[src/rtl/instr_fetch_unit.sv]
// instr_fetch_unit: fetch stage that owns the PC, issues in-order word reads to
// instruction memory and buffers returned words in a small FIFO for decode.
// A redirect flushes the FIFO and discards reads already in flight.
// Optional build macro FETCH_PERF_EN adds perf_fetched / perf_dropped counters.
module instr_fetch_unit #(
  parameter int                ADDR_W   = 32,
  parameter int                DEPTH    = 2,
  parameter logic [ADDR_W-1:0] RESET_PC = '0
) (
  input  logic              clock,
  input  logic              reset_n,
  output logic              imem_req,
  output logic [ADDR_W-1:0] imem_addr,
  input  logic              imem_ready,
  input  logic              imem_rvalid,
  input  logic [31:0]       imem_rdata,
  output logic [31:0]       instr,
  output logic [ADDR_W-1:0] instr_pc,
  output logic              instr_valid,
  input  logic              instr_ready,
  input  logic              redirect,
  input  logic [ADDR_W-1:0] redirect_pc
`ifdef FETCH_PERF_EN
  ,
  output logic [31:0]       perf_fetched,
  output logic [31:0]       perf_dropped
`endif
);

  // state | meaning
  // BOOT  | quiet cycle after reset release (held while a redirect is applied); no request
  // RUN   | issue requests whenever buffer + in-flight reads leave a free slot

  localparam int PTR_W = (DEPTH > 1) ? $clog2(DEPTH) : 1;
  localparam int CNT_W = $clog2(DEPTH + 1);
  localparam int SUM_W = CNT_W + 1;

  typedef enum logic {BOOT, RUN} state_t;

  state_t            state_q, state_d;
  logic [ADDR_W-1:0] fetch_pc_q, resp_pc_q, target_pc;
  logic [CNT_W-1:0]  outstanding_q, drop_q, count_q;
  logic [PTR_W-1:0]  rd_ptr_q, wr_ptr_q;
  logic [31:0]       fifo_data_q [DEPTH];
  logic [ADDR_W-1:0] fifo_pc_q   [DEPTH];
  logic              pop, issue, resp_live, resp_drop, push;
  logic [SUM_W-1:0]  in_use;

  assign target_pc   = redirect_pc & ~ADDR_W'(3);
  assign imem_addr   = fetch_pc_q;
  assign instr_valid = (count_q != '0);
  assign instr       = fifo_data_q[rd_ptr_q];
  assign instr_pc    = fifo_pc_q[rd_ptr_q];

  assign pop       = instr_valid & instr_ready;
  assign issue     = imem_req & imem_ready;
  // responses with nothing outstanding (e.g. stale data after reset) are ignored
  assign resp_live = imem_rvalid & (outstanding_q != '0);
  assign resp_drop = resp_live & ((drop_q != '0) | redirect);
  assign push      = resp_live & ~resp_drop;
  // a pop this cycle frees its slot, so a 1-cycle memory can stream without bubbles
  assign in_use    = SUM_W'(count_q) + SUM_W'(outstanding_q) - SUM_W'(pop);

  // state register
  always_ff @(posedge clock or negedge reset_n) begin
    if (!reset_n) state_q <= BOOT;
    else          state_q <= state_d;
  end

  // next state and request qualification
  always_comb begin
    state_d  = state_q;
    imem_req = 1'b0;
    case (state_q)
      BOOT:    if (!redirect) state_d = RUN;
      RUN:     imem_req = !redirect && (in_use < SUM_W'(DEPTH));
      default: state_d = BOOT;
    endcase
  end

  // fetch PC and the PC tag of the next kept response (responses return in order)
  always_ff @(posedge clock or negedge reset_n) begin
    if (!reset_n) begin
      fetch_pc_q <= RESET_PC;
      resp_pc_q  <= RESET_PC;
    end else if (redirect) begin
      fetch_pc_q <= target_pc;
      resp_pc_q  <= target_pc;
    end else begin
      if (issue) fetch_pc_q <= fetch_pc_q + ADDR_W'(4);
      if (push)  resp_pc_q  <= resp_pc_q + ADDR_W'(4);
    end
  end

  // in-flight read count and number of in-flight reads still to be discarded
  always_ff @(posedge clock or negedge reset_n) begin
    if (!reset_n) begin
      outstanding_q <= '0;
      drop_q        <= '0;
    end else begin
      outstanding_q <= outstanding_q + CNT_W'(issue) - CNT_W'(resp_live);
      if (redirect)       drop_q <= outstanding_q - CNT_W'(resp_live);
      else if (resp_drop) drop_q <= drop_q - CNT_W'(1);
    end
  end

  // instruction FIFO; a redirect empties it (a same-cycle pop has already been consumed)
  always_ff @(posedge clock or negedge reset_n) begin
    if (!reset_n) begin
      count_q  <= '0;
      rd_ptr_q <= '0;
      wr_ptr_q <= '0;
      for (int i = 0; i < DEPTH; i++) begin
        fifo_data_q[i] <= '0;
        fifo_pc_q[i]   <= '0;
      end
    end else if (redirect) begin
      count_q  <= '0;
      rd_ptr_q <= '0;
      wr_ptr_q <= '0;
    end else begin
      if (push) begin
        fifo_data_q[wr_ptr_q] <= imem_rdata;
        fifo_pc_q[wr_ptr_q]   <= resp_pc_q;
        wr_ptr_q              <= wr_ptr_q + PTR_W'(1);
      end
      if (pop) rd_ptr_q <= rd_ptr_q + PTR_W'(1);
      count_q <= count_q + CNT_W'(push) - CNT_W'(pop);
    end
  end

`ifdef FETCH_PERF_EN
  logic [31:0] flushed, drop_inc;
  logic [32:0] dropped_sum;

  assign flushed     = redirect ? (32'(count_q) - 32'(pop)) : 32'd0;
  assign drop_inc    = flushed + 32'(resp_drop);
  assign dropped_sum = {1'b0, perf_dropped} + {1'b0, drop_inc};

  // saturating event counters
  always_ff @(posedge clock or negedge reset_n) begin
    if (!reset_n) begin
      perf_fetched <= '0;
      perf_dropped <= '0;
    end else begin
      if (pop && (perf_fetched != '1)) perf_fetched <= perf_fetched + 32'd1;
      perf_dropped <= dropped_sum[32] ? '1 : dropped_sum[31:0];
    end
  end
`endif

endmodule
[config.mk]
export PLATFORM = sky130hd
export DESIGN_NAME = instr_fetch_unit
export DESIGN_NICKNAME = d
export VERILOG_FILES = /design/src/rtl/instr_fetch_unit.sv
export SDC_FILE = /design/constraint.sdc
export NUM_CORES = 1
export LEC_CHECK = 0
export CORE_MARGIN = 4
export CORE_UTILIZATION = 31
export DETAILED_ROUTE_END_ITERATION = 10
export SYNTH_ARGS = -nofsm -noshare
export SYNTH_HDL_FRONTEND = slang
export SYNTH_SLANG_ARGS = --single-unit
export TNS_END_PERCENT = 30
[constraint.sdc]
create_clock -name clock -period 8 [get_ports clock]
set_input_delay 1.6 -clock clock [delete_from_list [all_inputs] [get_ports clock]]
set_output_delay 1.6 -clock clock [all_outputs]
set_load 0.02 [all_outputs]
==> impl_results.html, run 1 <==
<table>
<tr><th>Metric</th><th>Value</th></tr>
<tr><th colspan="2">Outcome</th></tr>
<tr><td>Status</td><td>complete, no violations</td></tr>
<tr><th colspan="2">Synth</th></tr>
<tr><td>Post-synth EDFFs</td><td>0</td></tr>
<tr><td>Leading register cell type out of synthesis</td><td>sky130_fd_sc_hd__dfrtp_1</td></tr>
<tr><td>Async set or reset register ratio after synthesis</td><td>100%</td></tr>
<tr><td>Number of warnings reported in the yosys synthesis log</td><td>0</td></tr>
<tr><td>Post-synthesis sequential area ratio</td><td>52.4%</td></tr>
<tr><td>Synth cell types</td><td>49</td></tr>
<tr><td>Average instance area after synthesis</td><td>12.3 µm²</td></tr>
<tr><td>Count of state elements after synthesis</td><td>193</td></tr>
<tr><td>Gate count after technology mapping</td><td>746</td></tr>
<tr><td>Synth Cell Area</td><td>0.00921 mm²</td></tr>
<tr><th colspan="2">Global routing</th></tr>
<tr><td>First-pass GRT wire length</td><td>38000 µm</td></tr>
<tr><td>Initial antenna violation count</td><td>1</td></tr>
<tr><td>Met2 layer usage reported by global route</td><td>22.3%</td></tr>
<tr><td>GRT met1 Usage</td><td>20.9%</td></tr>
<tr><td>Largest net degree at the start of global routing</td><td>88</td></tr>
<tr><td>Vias in the first global route</td><td>6688</td></tr>
<tr><td>Met3 Use GR</td><td>3.73%</td></tr>
<tr><td>Global-route usage over all layers</td><td>14.5%</td></tr>
<tr><td>Overall overflow remaining after global route</td><td>0</td></tr>
<tr><td>GRT busiest layer</td><td>met2</td></tr>
<tr><th colspan="2">STA</th></tr>
<tr><td>Setup TNS</td><td>0 ps</td></tr>
<tr><td>Count of final hold-check violations</td><td>0</td></tr>
<tr><td>Fin crit share</td><td>73.1%</td></tr>
<tr><td>Final WS setup</td><td>2150 ps</td></tr>
<tr><td>Setup-failing EPs final</td><td>0</td></tr>
<tr><td>Worst clock skew</td><td>12.7 ps</td></tr>
<tr><td>Maximum clock frequency</td><td>171 MHz</td></tr>
<tr><td>Relative slew margins</td><td>41.8%</td></tr>
<tr><td>Slew at the pin with the worst max-slew slack</td><td>873 ps</td></tr>
<tr><td>RSZ-0062 raised after global routing</td><td>no</td></tr>
<tr><td>Final critical-path required period</td><td>5850 ps</td></tr>
<tr><td>Pins Over Slew Limit</td><td>0</td></tr>
<tr><th colspan="2">Route</th></tr>
<tr><td>Wire per inst</td><td>18.1 µm</td></tr>
<tr><td>Post-Route WL</td><td>23400 µm</td></tr>
<tr><td>Routed vias/inst</td><td>4.88</td></tr>
<tr><td>Via count</td><td>6305</td></tr>
<tr><td>Router iterations before antenna repair</td><td>4</td></tr>
<tr><td>Iter 0 DRT Violations</td><td>273</td></tr>
<tr><td>Remaining routing DRC violations</td><td>0</td></tr>
<tr><td>Number of nets with antenna violations after routing</td><td>0</td></tr>
<tr><th colspan="2">Setup path</th></tr>
<tr><td>Crit Path Class</td><td>primary input to output pin</td></tr>
<tr><td>Cell seen most often among critical-path stages</td><td>sky130_fd_sc_hd__clkdlybuf4s50_1</td></tr>
<tr><td>Category of the worst setup path capture point</td><td>output pin</td></tr>
<tr><td>Cell family contributing the most delay on the critical path</td><td>buffers and inverters</td></tr>
<tr><td>Arrival time of the worst setup path</td><td>4250 ps</td></tr>
<tr><td>Max incr delay on CP</td><td>680 ps</td></tr>
<tr><td>Required time worst endpoint</td><td>6400 ps</td></tr>
<tr><td>CP max-delay cell</td><td>sky130_fd_sc_hd__clkdlybuf4s50_1</td></tr>
<tr><td>Startpoint Class</td><td>primary input</td></tr>
<tr><td>Largest driver fanout on the critical path</td><td>3</td></tr>
<tr><td>Worst path cell trace</td><td>clkdlybuf4s50_1, and2_1, ha_1, nand2b_1, fa_1, xnor2_1, nor4bb_1, clkdlybuf4s50_1</td></tr>
<tr><td>Critical path buffers and inverters</td><td>2</td></tr>
<tr><th colspan="2">Floorplan</th></tr>
<tr><td>Ports</td><td>168</td></tr>
<tr><td>Die height</td><td>180 µm</td></tr>
<tr><td>FP Rows</td><td>62</td></tr>
<tr><td>Floorplan Core Area</td><td>0.0290 mm²</td></tr>
<tr><td>Area of the die</td><td>0.0325 mm²</td></tr>
<tr><td>Starting density of the core</td><td>31.8%</td></tr>
<tr><td>Die X</td><td>180 µm</td></tr>
<tr><th colspan="2">Placement</th></tr>
<tr><td>Placement-stage worst setup slack</td><td>2190 ps</td></tr>
<tr><td>Count of input and output buffers</td><td>161</td></tr>
<tr><td>Post-DP HPWL</td><td>16200 µm</td></tr>
<tr><td>Final weighted congestion of routability-driven global placement</td><td>0.780</td></tr>
<tr><th colspan="2">CTS</th></tr>
<tr><td>Master cell of the clock root buffer</td><td>sky130_fd_sc_hd__clkbuf_16</td></tr>
<tr><td>Post-CTS setup buffers</td><td>0</td></tr>
<tr><td>Number of sinks handled by clock tree synthesis</td><td>193</td></tr>
<tr><td>Clock-pin slew of the registers on the worst-case setup and hold paths</td><td>70 ps</td></tr>
<tr><td>Clock latency on the worst-skew pair</td><td>430 ps</td></tr>
<tr><td>Resize count post-CTS</td><td>0</td></tr>
<tr><td>Buffer depth of the longest clock path</td><td>2</td></tr>
<tr><td>TritonCTS buffer count</td><td>17</td></tr>
<tr><td>CTS tree</td><td>done</td></tr>
<tr><td>Depth of the CTS H-tree</td><td>4</td></tr>
<tr><td>Hold bufs inserted after CTS</td><td>0</td></tr>
<tr><th colspan="2">Cells and area</th></tr>
<tr><td>Diode count</td><td>0</td></tr>
<tr><td>Most frequent cells in the layout</td><td>sky130_fd_sc_hd__dfrtp_1 (192), sky130_fd_sc_hd__clkdlybuf4s50_1 (159), sky130_fd_sc_hd__mux2_2 (119), sky130_fd_sc_hd__mux2_1 (76), sky130_fd_sc_hd__nand2_1 (54)</td></tr>
<tr><td>Area added between synthesis and finish</td><td>27.9%</td></tr>
<tr><td>Most common cell after layout, fill and taps aside</td><td>sky130_fd_sc_hd__dfrtp_1</td></tr>
<tr><td>Layout cell share with drive strength beyond 1</td><td>19.1%</td></tr>
<tr><td>Final-stage net count</td><td>978</td></tr>
<tr><th colspan="2">Power and ir drop</th></tr>
<tr><td>Power per Cell Area</td><td>351 mW/mm²</td></tr>
<tr><td>Reported leakage power</td><td>4.96 nW</td></tr>
<tr><td>Worst IR Drop VDD</td><td>0.172 mV</td></tr>
<tr><th colspan="2">Min path</th></tr>
<tr><td>Worst hold path class</td><td>flop to flop</td></tr>
<tr><th colspan="2">Flow run</th></tr>
<tr><td># Max-Cap Violations</td><td>0</td></tr>
</table>
-- per-layer routing --
metal | vias to the layer above | wire (µm)
met5 | - | 11
met4 | 2 | 167
met3 | 16 | 1310
met2 | 173 | 10600
met1 | 3133 | 11300
li1 | 2981 | -
-- cell usage after synthesis, drive strengths merged (2+ instances only) --
master  count  area, µm²
nor3        3       20.0
buf        31        165
and2        9       56.3
inv        13       48.8
nand3      31        160
o211ai     15        118
o311ai     11       96.4
nor2       18       72.6
nor2b       3       18.8
mux2i       2       20.0
o21ai      35        175
nand4      19        119
a21oi       5       25.0
nor4        3       25.0
nand2b      3       18.8
and4        8       70.1
and3        8       50.1
clkbuf     14       52.6
xor2       25        219
mux2      195       2200
ha         10        125
dfrtp     193       4830
a21boi      2       15.0
xnor2      20        175
a31oi       3       18.8
nand4b      2       17.5
nand2      54        203
-- per-stage QoR --
stage               instances  util, %  hold WS, ps  power [mW]  area (µm²)
floorplan                 749        -          449        2.58        9220
global placement         1262     38.6          461        3.31       11200
detailed placement       1262     38.6          468        3.34       11200
CTS                      1293     40.6          485        4.21       11800
global route             1293     40.6          494        4.41       11800
finish                   1293     40.6          482        4.14       11800
-- cell families after synthesis --
family / count (synthesis) / share of synthesized area, %
flip-flops: 193 / 52.4
AND/OR/NAND/NOR: 165 / 9.43
XOR/XNOR: 45 / 4.28
other: 1 / 0.0407
buffers and inverters: 58 / 2.89
multiplexers: 197 / 24.1
AO/OA/AOI/OAI: 76 / 5.31
adder cells (fa/ha/maj): 11 / 1.58
-- final cells by class --
class | count | area [µm²]
fill | 2775 | 17200
multi-input combinational | 498 | 4140
clock inverter | 14 | 149
timing repair buffer | 174 | 1710
tap | 384 | 480
clock buffer | 17 | 425
inverter | 13 | 48.8
sequential | 193 | 4830
-- power breakdown --
part | internal (mW) | switching (mW)
clock network | 0.440 | 0.406
registers | 1.32 | 0.221
logic | 0.930 | 0.826
total | 2.68 | 1.45
-- registers in the layout, summed over array words and instances, names as in the netlist --
register and count:
rd_ptr_q 1, resp_pc_q 30, outstanding_q 2, state_q 1, fifo_data_q 64, count_q 2
imem_addr 30, fifo_pc_q 60, drop_q 2, wr_ptr_q 1
-- worst paths after layout --
check	slack (ps)	depth (start not counted)	endpoint	startpoint
setup / recovery	2150	8	imem_req	instr_ready
hold / removal	480	1	fifo_pc_q[9]$_DFFE_PN0P_	fifo_pc_q[9]$_DFFE_PN0P_
setup reg to reg	4590	11	imem_addr[28]$_DFFE_PN0P_	count_q[1]$_DFF_PN0_
hold reg to reg	480	1	fifo_pc_q[9]$_DFFE_PN0P_	fifo_pc_q[9]$_DFFE_PN0P_
max in group asynchronous	5410	2	fifo_pc_q[63]$_DFFE_PN0P_	reset_n
min in group asynchronous	1230	1	fifo_data_q[27]$_DFFE_PN0P_	reset_n
(Power assumes the default switching activity.)
==> run 2, diff against run 1 <==
clock period = 5.2 ns   (was 8 ns; I/O delays follow)
==> impl_results.html, run 2 (synthesis results as in run 1) <==
<table>
<tr><th>Metric</th><th>Value</th></tr>
<tr><th colspan="2">Cells and area</th></tr>
<tr><td>Top reg by flops</td><td>fifo_data_q</td></tr>
<tr><td>Most common cell after layout, fill and taps aside</td><td>sky130_fd_sc_hd__dfrtp_1</td></tr>
<tr><td>Layout cell share with drive strength beyond 1</td><td>19.1%</td></tr>
<tr><td>Area added between synthesis and finish</td><td>28.6%</td></tr>
<tr><td>Final-stage net count</td><td>977</td></tr>
<tr><td>Flip-flop count of the largest register, all copies and words added</td><td>64</td></tr>
<tr><td>Registers with the most flip-flops</td><td>fifo_data_q (64), fifo_pc_q (60)</td></tr>
<tr><td>Count of fill cells added during filler insertion</td><td>2816</td></tr>
<tr><td>Diode count</td><td>0</td></tr>
<tr><td>Most frequent cells in the layout</td><td>sky130_fd_sc_hd__dfrtp_1 (192), sky130_fd_sc_hd__clkdlybuf4s50_1 (159), sky130_fd_sc_hd__mux2_2 (119), sky130_fd_sc_hd__mux2_1 (76), sky130_fd_sc_hd__nand2_1 (54)</td></tr>
<tr><th colspan="2">Setup path</th></tr>
<tr><td>Cell count of the worst reg-to-reg path</td><td>14</td></tr>
<tr><td>Worst setup path start</td><td>instr_ready</td></tr>
<tr><td>Startpoint of the worst-slack reg-to-reg timing path</td><td>count_q[1]$_DFF_PN0_</td></tr>
<tr><td>Arrival time of the worst setup path</td><td>3680 ps</td></tr>
<tr><td>Category of the worst setup path capture point</td><td>output pin</td></tr>
<tr><td>Required time worst endpoint</td><td>4160 ps</td></tr>
<tr><td>Startpoint Class</td><td>primary input</td></tr>
<tr><td>Crit Path Class</td><td>primary input to output pin</td></tr>
<tr><td>Largest driver fanout on the critical path</td><td>3</td></tr>
<tr><th colspan="2">CTS</th></tr>
<tr><td>Hold bufs inserted after CTS</td><td>0</td></tr>
<tr><td>Resize count post-CTS</td><td>0</td></tr>
<tr><td>Number of sinks handled by clock tree synthesis</td><td>193</td></tr>
<tr><td>Depth of the CTS H-tree</td><td>4</td></tr>
<tr><td>Post-CTS setup buffers</td><td>0</td></tr>
<tr><td>TritonCTS buffer count</td><td>17</td></tr>
<tr><td>Buffer depth of the longest clock path</td><td>2</td></tr>
<tr><td>Master cell of the clock root buffer</td><td>sky130_fd_sc_hd__clkbuf_16</td></tr>
<tr><td>Clock latency on the worst-skew pair</td><td>440 ps</td></tr>
<tr><td>CTS tree</td><td>done</td></tr>
<tr><td>Clock-pin slew of the registers on the worst-case setup and hold paths</td><td>70 ps</td></tr>
<tr><th colspan="2">Route</th></tr>
<tr><td>Iter 0 DRT Violations</td><td>370</td></tr>
<tr><td>Number of nets with antenna violations after routing</td><td>0</td></tr>
<tr><td>Post-Route WL</td><td>23600 µm</td></tr>
<tr><td>Via count</td><td>6335</td></tr>
<tr><td>Remaining routing DRC violations</td><td>0</td></tr>
<tr><td>Router iterations before antenna repair</td><td>4</td></tr>
<tr><td>Wire per inst</td><td>18.2 µm</td></tr>
<tr><td>Routed vias/inst</td><td>4.90</td></tr>
<tr><th colspan="2">STA</th></tr>
<tr><td>RSZ-0062 raised after global routing</td><td>no</td></tr>
<tr><td>Slew at the pin with the worst max-slew slack</td><td>895 ps</td></tr>
<tr><td>Fin crit share</td><td>90.8%</td></tr>
<tr><td>Final WS setup</td><td>476 ps</td></tr>
<tr><td>Maximum clock frequency</td><td>212 MHz</td></tr>
<tr><td>Worst clock skew</td><td>17.0 ps</td></tr>
<tr><td>Pins Over Slew Limit</td><td>0</td></tr>
<tr><td>Relative slew margins</td><td>40.4%</td></tr>
<tr><td>Count of final hold-check violations</td><td>0</td></tr>
<tr><td>Final critical-path required period</td><td>4720 ps</td></tr>
<tr><td>Setup-failing EPs final</td><td>0</td></tr>
<tr><td>Setup TNS</td><td>0 ps</td></tr>
<tr><td>Worst hold margin</td><td>482 ps</td></tr>
<tr><th colspan="2">Power and ir drop</th></tr>
<tr><td>Switch share</td><td>35.2%</td></tr>
<tr><td>Clk network pwr share</td><td>21.1%</td></tr>
<tr><td>Worst IR Drop VDD</td><td>0.290 mV</td></tr>
<tr><td>Power per Cell Area</td><td>543 mW/mm²</td></tr>
<tr><td>Switching power of the nets</td><td>2.26 mW</td></tr>
<tr><td>Cell-internal power</td><td>4.16 mW</td></tr>
<tr><td>Part of the total power dissipated in sequential elements</td><td>36.7%</td></tr>
<tr><td>Combinational share of power</td><td>42.3%</td></tr>
<tr><td>Pwr Total</td><td>6.43 mW</td></tr>
<tr><td>Reported leakage power</td><td>4.98 nW</td></tr>
<tr><th colspan="2">Min path</th></tr>
<tr><td>Min-Delay Path Depth</td><td>1</td></tr>
<tr><td>Worst hold path class</td><td>flop to flop</td></tr>
<tr><td>Launch instance of the worst min-delay path</td><td>fifo_pc_q[31]$_DFFE_PN0P_</td></tr>
<tr><th colspan="2">Floorplan</th></tr>
<tr><td>Die X</td><td>180 µm</td></tr>
<tr><td>FP Rows</td><td>62</td></tr>
<tr><td>Die height</td><td>180 µm</td></tr>
<tr><td>Ports</td><td>168</td></tr>
<tr><td>Floorplan Core Area</td><td>0.0290 mm²</td></tr>
<tr><td>Area of the die</td><td>0.0325 mm²</td></tr>
<tr><td>Starting density of the core</td><td>31.8%</td></tr>
<tr><th colspan="2">Global routing</th></tr>
<tr><td>First-pass GRT wire length</td><td>38200 µm</td></tr>
<tr><td>Met2 layer usage reported by global route</td><td>22.8%</td></tr>
<tr><td>Initial antenna violation count</td><td>0</td></tr>
<tr><td>GRT busiest layer</td><td>met2</td></tr>
<tr><td>Global-route usage over all layers</td><td>14.7%</td></tr>
<tr><td>Vias in the first global route</td><td>6612</td></tr>
<tr><td>Largest net degree at the start of global routing</td><td>111</td></tr>
<tr><td>Overall overflow remaining after global route</td><td>0</td></tr>
<tr><td>Met3 Use GR</td><td>3.31%</td></tr>
<tr><td>GRT met1 Usage</td><td>21.0%</td></tr>
<tr><th colspan="2">Placement</th></tr>
<tr><td>Count of input and output buffers</td><td>161</td></tr>
<tr><td>Post-DP HPWL</td><td>16000 µm</td></tr>
<tr><td>Placement-stage worst setup slack</td><td>502 ps</td></tr>
<tr><td>Final weighted congestion of routability-driven global placement</td><td>0.760</td></tr>
<tr><th colspan="2">Outcome</th></tr>
<tr><td>Status</td><td>complete, no violations</td></tr>
<tr><th colspan="2">Flow run</th></tr>
<tr><td># Max-Cap Violations</td><td>0</td></tr>
</table>
==> run 2: layer usage <==
layer / vias to the layer above / wire, µm
met4: 0 / 241
met2: 173 / 10600
met1: 3175 / 11500
met3: 20 / 1230
li1: 2967 / -
met5: - / 0
==> run 2: power groups by stage <==
stage,Clock [mW],Combinational (mW),Sequential (mW)
after detailed placement,0,2.75,2.39
after CTS,1.40,2.77,2.36
final,1.35,2.72,2.36
after global routing,1.46,2.95,2.44
after floorplan,0,1.65,2.32
after global placement,0,2.73,2.37
==> run 2: critical path: stages <==
cell and delay (ps):
sky130_fd_sc_hd__clkdlybuf4s50_1 460, sky130_fd_sc_hd__and2_1 180, sky130_fd_sc_hd__ha_1 240, sky130_fd_sc_hd__nand2b_1 150
sky130_fd_sc_hd__fa_1 380, sky130_fd_sc_hd__xnor2_1 180, sky130_fd_sc_hd__nor4bb_1 370, sky130_fd_sc_hd__clkdlybuf4s50_1 680
==> run 2: final cells by class <==
cell class | instances | area (µm²) | area share (%)
Sequential cell | 193 | 4830 | 40.8
Multi-Input combinational cell | 498 | 4140 | 35.0
Timing Repair Buffer | 173 | 1740 | 14.7
Tap cell | 384 | 480 | 4.05
Clock buffer | 18 | 439 | 3.71
Clock inverter | 14 | 170 | 1.44
Inverter | 13 | 48.8 | 0.412
==> run 2: final timing paths <==
path / end / slack (ps)
hold / removal: fifo_pc_q[31]$_DFFE_PN0P_ / 480
max in group asynchronous: fifo_pc_q[61]$_DFFE_PN0P_ / 3480
setup / recovery: imem_req / 480
hold reg to reg: fifo_pc_q[31]$_DFFE_PN0P_ / 480
min in group asynchronous: fifo_data_q[24]$_DFFE_PN0P_ / 740
setup reg to reg: outstanding_q[1]$_DFF_PN0_ / 1750
==> run 2: stage by stage <==
stage	cells	instance area [µm²]	utilization, %
2_1_floorplan	749	9220	-
3_3_place_gp	1261	11200	38.7
3_5_place_dp	1261	11200	38.7
4_1_cts	1293	11900	40.8
5_1_grt	1293	11900	40.8
6_report	1293	11900	40.8
==> run 3, diff against run 2 <==
CTS_CLUSTER_SIZE = 30   (was default)
GPL_ROUTABILITY_DRIVEN = 0   (was default)
==> results of run 3 <==
The final DEF is identical to that of run 2; final timing and power are the same.
